===== config.mk =====
export PLATFORM = sky130hd
export DESIGN_NAME = obj_table_writer
export DESIGN_NICKNAME = d
export VERILOG_FILES = /design/src/rtl/obj_pkg.sv /design/src/rtl/obj_table_writer.sv
export SDC_FILE = /design/constraint.sdc
export NUM_CORES = 2
export LEC_CHECK = 0
export CORE_AREA = 2 2 449 451
export CTS_CLUSTER_SIZE = 24
export DETAILED_ROUTE_END_ITERATION = 8
export DIE_AREA = 0 0 451 453
export MAX_ROUTING_LAYER = met4
export PLACE_DENSITY_LB_ADDON = 0.05
export SLEW_MARGIN = 20
export SYNTH_ARGS = -nofsm -noshare
export SYNTH_HDL_FRONTEND = slang
export SYNTH_SLANG_ARGS = --single-unit

===== constraint.sdc =====
create_clock -name clk25 -period 2.7 [get_ports clk25]
set_input_delay 0.54 -clock clk25 [delete_from_list [all_inputs] [get_ports clk25]]
set_output_delay 0.54 -clock clk25 [all_outputs]
set_load 0.01 [all_outputs]

===== src/rtl/obj_pkg.sv =====
// obj_pkg: object record layout, type/op codes and colours shared by the object-list writer and renderer
package obj_pkg;
  localparam int ENUM_L = 65, ENUM_R = 62;
  localparam int X_L = 61, X_R = 52;
  localparam int Y_L = 51, Y_R = 42;
  localparam int WIDTH_L = 41, WIDTH_R = 32;
  localparam int HEIGHT_L = 31, HEIGHT_R = 22;
  localparam int RADIUS_L = 21, RADIUS_R = 12;
  localparam int COLOR_L = 11, COLOR_R = 0;
  localparam logic [3:0] RECT = 4'd0, CIRCLE = 4'd1, RRECT = 4'd2;
  typedef enum logic [1:0] {OP_ADD, OP_SET, OP_CLEAR, OP_COMMIT} op_e;
  localparam logic [11:0] BLACK = 12'h000, WHITE = 12'hfff, RED = 12'hf00, GREEN = 12'h0f0, BLUE = 12'h00f;
endpackage


===== src/rtl/obj_table_writer.sv =====
// obj_table_writer: edits a shadow object table and copies it to the active table at the start of vblank
module obj_table_writer
  import obj_pkg::*;
#(
  parameter int OBJ_WIDTH = 66,
  parameter int MAX_LEN = 16,
  parameter int LEN_BITS = 6
) (
  input  logic                          rst,
  input  logic                          clk25,
  input  logic                          vblank,
  input  logic                          cmd_valid,
  output logic                          cmd_ready,
  input  logic [1:0]                    cmd_op,
  input  logic [LEN_BITS-1:0]           cmd_idx,
  input  logic [OBJ_WIDTH-1:0]          cmd_obj,
  output logic [OBJ_WIDTH*MAX_LEN-1:0]  obj_arr_packed,
  output logic [LEN_BITS-1:0]           obj_arr_len,
  output logic                          commit_pending,
  output logic                          commit_done,
  output logic                          err
);
  localparam logic [LEN_BITS-1:0] MAX = LEN_BITS'(MAX_LEN);
  logic [OBJ_WIDTH-1:0] shadow [MAX_LEN];
  logic [OBJ_WIDTH-1:0] active [MAX_LEN];
  logic [LEN_BITS-1:0] shadow_len;
  logic vblank_d, copy, fire, is_add, is_set, add_ok, set_ok;
  assign copy = commit_pending && vblank && !vblank_d;
  assign cmd_ready = !copy;
  assign fire = cmd_valid && cmd_ready;
  assign is_add = fire && cmd_op == OP_ADD;
  assign is_set = fire && cmd_op == OP_SET;
  assign add_ok = shadow_len < MAX;
  assign set_ok = cmd_idx < MAX;
  always_ff @(posedge clk25 or negedge rst)
    if (!rst) begin
      for (int j = 0; j < MAX_LEN; j++) begin
        shadow[j] <= '0;
        active[j] <= '0;
      end
      shadow_len <= '0;
      obj_arr_len <= '0;
      commit_pending <= 1'b0;
      commit_done <= 1'b0;
      err <= 1'b0;
      vblank_d <= 1'b0;
    end else begin
      vblank_d <= vblank;
      commit_done <= copy;
      err <= (is_add && !add_ok) || (is_set && !set_ok);
      for (int j = 0; j < MAX_LEN; j++) begin
        if ((is_add && add_ok && shadow_len == LEN_BITS'(j)) || (is_set && cmd_idx == LEN_BITS'(j)))
          shadow[j] <= cmd_obj;
        if (copy) active[j] <= shadow[j];
      end
      if (copy) begin
        obj_arr_len <= shadow_len;
        commit_pending <= 1'b0;
      end else if (fire && cmd_op == OP_COMMIT) commit_pending <= 1'b1;
      if (is_add && add_ok) shadow_len <= shadow_len + 1'b1;
      else if (fire && cmd_op == OP_CLEAR) shadow_len <= '0;
    end
  for (genvar i = 0; i < MAX_LEN; i++) begin : g_pack
    assign obj_arr_packed[i*OBJ_WIDTH +: OBJ_WIDTH] = active[i];
  end
endmodule


# [Word level (Yosys, flattened, before mapping)]
# Cells that the tools add are included.
[word_totals] elab_cells=146 out_inout_bits=1066 inputBits=78 regBits=2128
[op_classes] n_reduce_logical=68 add_sub_neg=1 n_lt_le_gt_ge=2 eq_ne=33 n_mux=4
[ops] operator="$eq A6 B4 Y1 const B" n=16
[ops] operator="$eq A6 B3 Y1 const B" n=8
[ops] operator="$logic_and A1 B1 Y1" n=42
[ops] operator="$eq A6 B2 Y1 const B" n=4
[ops] operator="$logic_or A1 B1 Y1" n=17
[ops] operator="$eq A6 B1 Y1 const B" n=2
[ops] operator="$logic_not A6 Y1" n=2
[ops] operator="$lt A6 B5 Y1 const B" n=2
[ops] operator="$mux W6" n=2
[ops] operator="$add A6 B1 Y6 const B" n=1
[ops] operator="$eq A2 B2 Y1 const B" n=2
[ops] operator="$logic_not A1 Y1" n=4
[ops] operator="$reduce_bool A2 Y1" n=2
[ops] operator="$eq A2 B1 Y1 const B" n=1
[ops] operator="$logic_not A2 Y1" n=1
[ops] operator="$mux W1" n=2

# [Longest topological paths before layout]
[depth] depth_word=8 mapped_depth=8 ltp_nobuf=5

# [Worst setup path before layout]
# Ideal clock, no wire load.
[synth_path] path_kind="in2reg" from="input vblank" to="register shadow[1035] (netlist name)" path_buffers=2 t_arrival_ns=2.171 t_required_ns=2.575 slack_ns=0.404 stages=7 setup_ns=0.125 path_cell_list="nand3b_2 -> inv_2 -> or4b_4 -> o22ai_1 -> buf_4 -> buf_6 -> mux2_2"
[synth_between] elab_chain_len=8
[synth_lines] element="from (decl)" line="obj_table_writer.sv:11" source="input logic vblank,"
[synth_lines] element="$logic_and A1 B1 Y1 * (2 in series)" line="obj_table_writer.sv:28" source="assign copy = commit_pending && vblank && !vblank_d;"
[synth_lines] element="$logic_not A1 Y1 *" line="obj_table_writer.sv:29" source="assign cmd_ready = !copy;"
[synth_lines] element="$logic_and A1 B1 Y1 *" line="obj_table_writer.sv:30" source="assign fire = cmd_valid && cmd_ready;"
[synth_lines] element="$logic_and A1 B1 Y1" line="obj_table_writer.sv:31" source="assign is_add = fire && cmd_op == OP_ADD;"
[synth_lines] element="$logic_and A1 B1 Y1 (2 in series)" line="obj_table_writer.sv:52" source="if ((is_add && add_ok && shadow_len == LEN_BITS'(j)) || (is_set && cmd_idx == LEN_BITS'(j)))"
[synth_lines] element="$logic_or A1 B1 Y1 *" line="obj_table_writer.sv:52"
[synth_lines] element="to (signal, indexed assignment)" line="obj_table_writer.sv:53" source="shadow[j] <= cmd_obj;"
[synth_lines] element="to (decl)" line="obj_table_writer.sv:24" source="logic [OBJ_WIDTH-1:0] shadow [MAX_LEN];"
# Every way passes the cells marked *; elsewhere a longest branch is shown, timed or not.
# A chain may end at the register's enable or synchronous reset.

# [Worst setup path after layout]
[layout_path] from="register commit_pending" to="output cmd_ready"
[layout_between] elab_chain_len=3
[layout_lines] element="from (decl)" line="obj_table_writer.sv:19" source="output logic commit_pending,"
[layout_lines] element="from (signal assigned)" line="obj_table_writer.sv:43" source="commit_pending <= 1'b0;"
[layout_lines] element="from (signal assigned)" line="obj_table_writer.sv:58" source="commit_pending <= 1'b0;"
[layout_lines] element="from (signal assigned)" line="obj_table_writer.sv:59" source="end else if (fire && cmd_op == OP_COMMIT) commit_pending <= 1'b1;"
[layout_lines] element="$logic_and A1 B1 Y1 (2 in series)" line="obj_table_writer.sv:28"
[layout_lines] element="$logic_not A1 Y1" line="obj_table_writer.sv:29"
[layout_lines] element="to (decl)" line="obj_table_writer.sv:13" source="output logic cmd_ready,"
# No other way between the ends.

==> flow_summary.toml <==
[synth]
post_synth_and_or_nand_nor_area_fraction = 0.153
synth_top_family_by_area = "simple AND/OR/NAND/NOR gates"
synthMuxAreaShare = 0.151
syn-instance-count = 6867
post-synth-top-area-cell = "dfrtp_1"
synth-seq-area-share = 0.668
ys_seq_elements = 2128
syn-mean-instance-area_um2 = 11.6
synthesis.yosys.warnings = 0
synth-edff-count = 0
synth_top_cell_area_share = 0.668
synth.lib_cells_used.distinct = 44
mappedNetlistNets = 6949
synth-compound-area-share = 0.00279
synth-adder-area-share = 0.000628
yosys.area_share.xor_xnor = 0.000220
biggest_area_contributors_in_the_synthesized_netlist = "dfrtp_1 (67%), nand2_1 (15%), mux2_2 (12%)"
area_of_the_mapped_netlist_mm2 = 0.0797
asyncSetResetFlopFracSynth = 1.00
ys_flop_type = "dfrtp_1"

[global_route]
grt_start_max_net_pins = 162
grt_pass1_wl_um = 393000
grt_antenna_before_repair = 13
grt_pass1_vias = 54857
gr-total-overflow = 0
track_usage = 0.272

[detailed_routing]
wire_per_inst_um = 24.8
drc = 0
drt_pass1_iterations = 5
routed_wl_um = 272000
vias = 54174
routed_via_density = 4.94
first_iter_violations = 3811
ant_nets = 0

[placed_design]
numPlacedInstances = 10532
port-buffer-count = 1143
hpwl_um = 184000
placement.cell_area_mm2 = 0.0961
pre_cts_ws_ns = -0.402
globalplace.congestion = 0.831

[power_and_ir_drop]
power_mw = 87.9
part_of_the_total_power_dissipated_in_combinational_logic = 0.170
clkPwrFrac = 0.356
power_report.internal_total_mw = 63.4
peakVddDrop_uv = 588
power_switching_share = 0.279
power.density_cell_area_mw_per_mm2 = 848
switchingPower_mw = 24.5
sequential_power_share = 0.474
total_leakage_power_nw = 53.2

[status]
run_status = "finished clean"

[setup_path]
critical_r2r_launch = "shadow_len[0]"
worstSetupPathDepth = 3
timing.critical_path.fanout_max = 4
timing.setup.critical_path_class = "register to output pin"
critical_path.endpoint_type = "output pin"
worstSetupStartpoint = "commit_pending"
setup.worst_path.end = "cmd_ready"
r2r_slack_ns = 0.28
required_ns = 2.16
critPathMaxStageDelay_ns = 0.43
critPathArrivalTime_ns = 2.02
path_delay_family = "buffers and inverters"
crit_path_cell_trace = "nand3b_4, buf_4, dlygate4sd2_1"
endpoint_of_the_lowest_slack_register_to_register_path = "shadow[515]"
r2r_cells = 6
critical_path.startpoint_type = "register"
critPathBufInv = 2
crit_path_top_delay_cell = "dfrtp_1"

[clock_tree]
numClockSinks = 2128
clock_h_tree_levels = 4
clk_path_buf_depth = 3
cts.reportedPaths.clkPinSlew_ns = 0.06
cts_root_buf = "clkbuf_16"
clock_latency_ns = 0.86
cts_inserted_buffers = 224
cts_post_setup_buffers_inserted = 0
cts_tree = "yes"

[sta]
worst_pin_slew_ns = 0.847
timing.final.ws_setup_ns = 0.137
post-route-min-period_ns = 2.56
fmax_ghz = 0.390
setup-violations-final = 0
fin_skew_ns = 0.0338
timing.final.crit_share = 0.949
hold_viol_final = 0
finalMaxSlewViolations = 0
rsz0062_at_grt = "false"
slew_headroom = 0.435
fin_tns_setup_ns = 0

[floorplanning]
std_cell_rows = 164
chipHeight_um = 453
num_io_pins = 1144
fp.dieW_um = 451
core_mm2 = 0.199
initial_standard_cell_utilization_of_the_core = 0.400
floorplan.die_area_mm2 = 0.204

[layout]
flow.area_growth_from_synthesis_pct = 30.0
num-nets-final = 8185
final_layout_size_suffix_gt1_frac = 0.192
n_fill_cell = 17643
finalInstanceArea_mm2 = 0.104
finish.cell_count_without_fillers = 10964

[hold_path]
worst_hold_path_type = "input port to async pin"

[job]
drv.max_cap_violation_count = 0
-- placed cells by master, fill, tap and decap left out, types with 2 or more instances in the layout --
| cell type | Yosys | final |
|---|---|---|
| ha_1 | 4 | 4 |
| nand3b_1 | 3 | 3 |
| bufinv_16 | 0 | 11 |
| buf_12 | 0 | 89 |
| nand3_1 | 5 | 5 |
| a21oi_1 | 2 | 2 |
| nand2_1 | 3189 | 3189 |
| dfrtp_1 | 2128 | 2128 |
| buf_4 | 25 | 194 |
| inv_16 | 0 | 3 |
| clkinv_2 | 0 | 51 |
| clkbuf_1 | 308 | 51 |
| mux2_4 | 36 | 36 |
| a2bb2oi_4 | 0 | 3 |
| diode_2 | 0 | 14 |
| and3_1 | 3 | 3 |
| or4b_4 | 2 | 2 |
| mux2_1 | 139 | 139 |
| o22ai_4 | 0 | 6 |
| clkinvlp_4 | 0 | 2 |
| a32oi_4 | 0 | 4 |
| clkdlybuf4s50_1 | 0 | 1141 |
| inv_6 | 0 | 6 |
| clkbuf_16 | 0 | 229 |
| inv_1 | 6 | 6 |
| o21ai_0 | 7 | 7 |
| clkbuf_8 | 0 | 59 |
| mux2_2 | 881 | 881 |
| nor4_1 | 2 | 2 |
| and2_1 | 3 | 3 |
| clkinv_4 | 0 | 3 |
| nor2_1 | 3 | 3 |
| nor4b_1 | 4 | 4 |
-- cell usage after synthesis, types with 2 or more instances --
| cell | count |
|---|---|
| or4b_4 | 2 |
| mux2_4 | 36 |
| a2bb2oi_1 | 3 |
| nand2_1 | 3189 |
| and3_1 | 3 |
| clkbuf_1 | 308 |
| nor4_1 | 2 |
| ha_1 | 4 |
| o21ai_0 | 7 |
| mux2_2 | 881 |
| nand3b_1 | 3 |
| buf_4 | 25 |
| dfrtp_1 | 2128 |
| buf_2 | 61 |
| mux2_1 | 139 |
| o22ai_1 | 2 |
| nor4b_1 | 4 |
| nor2_1 | 3 |
| inv_1 | 6 |
| nand3_1 | 5 |
| buf_6 | 23 |
| o22ai_2 | 4 |
| and2_1 | 3 |
| a21oi_1 | 2 |
| a32oi_1 | 4 |
| a32o_1 | 2 |
-- repair_timing --
action,4_1_cts,5_1_grt
hold buffers,1,0
gates resized for setup,1,0
endpoints found under the setup margin,1,0
hold endpoints to repair,22,0
-- final cells by class --
cell class	instances	area (um2)	area share
Timing Repair Buffer	1427	14700	0.142
Tap cell	2656	3320	0.0321
Multi-Input combinational cell	4315	24800	0.239
Sequential cell	2128	53300	0.514
Inverter	7	33.8	0.000326
Antenna cell	14	35.0	0.000338
Clock buffer	339	6730	0.0650
Clock inverter	78	786	0.00758
-- cell families (layout without fill, tap and decap cells) --
group / count (synthesis) / in the layout
other cells: 0 / 14
flops: 2128 / 2128
mux: 1056 / 1056
fa+ha+maj: 4 / 4
xor+xnor: 2 / 2
simple gates: 3225 / 3225
compound gates: 28 / 28
buf+inv: 424 / 1851
-- stage by stage --
| stage | utilization | hold slack, ns |
|---|---|---|
| after floorplan | - | 0.244 |
| after global placement | 0.482 | 0.442 |
| after detailed placement | 0.482 | 0.446 |
| after CTS | 0.520 | 0.261 |
| after global routing | 0.520 | 0.300 |
| final | 0.520 | 0.317 |
-- registers in the layout, summed over array words and instances, names as in the netlist --
| register | cells |
|---|---|
| commit_done | 1 |
| commit_pending | 1 |
| err | 1 |
| obj_arr_len | 6 |
| obj_arr_packed | 1056 |
| shadow | 1056 |
| shadow_len | 6 |
| vblank_d | 1 |
-- routing by layer --
layer / wire [um] / vias to the layer above / GRT usage
met5: 0 / - / -
met4: 15700 / 0 / 0.138
met3: 12200 / 462 / 0.0428
met2: 136000 / 1390 / 0.447
met1: 109000 / 27968 / 0.325
li1: - / 24354 / -
-- worst min path at each step --
stage                start                  end  slack (ns)  cells after the start
3_3_place_gp   shadow[797]  obj_arr_packed[203]        0.44                      2
5_1_grt                rst  obj_arr_packed[760]        0.30                      2
3_5_place_dp   shadow[972]  obj_arr_packed[114]        0.45                      2
4_1_cts                rst  obj_arr_packed[891]        0.26                      2
2_1_floorplan          rst          commit_done        0.24                      0
6_report               rst  obj_arr_packed[891]        0.32                      2
-- power groups by stage --
stage                     registers, mW  clock network (mW)  logic [mW]
after detailed placement           42.2                   0        15.1
after global placement             42.2                   0        14.9
final                              41.7                31.3        15.0
after global routing               42.1                33.3        16.2
after CTS                          41.7                32.0        15.2
after floorplan                    41.4                   0        4.93
Note: power is estimated with default switching activity, not from simulation.
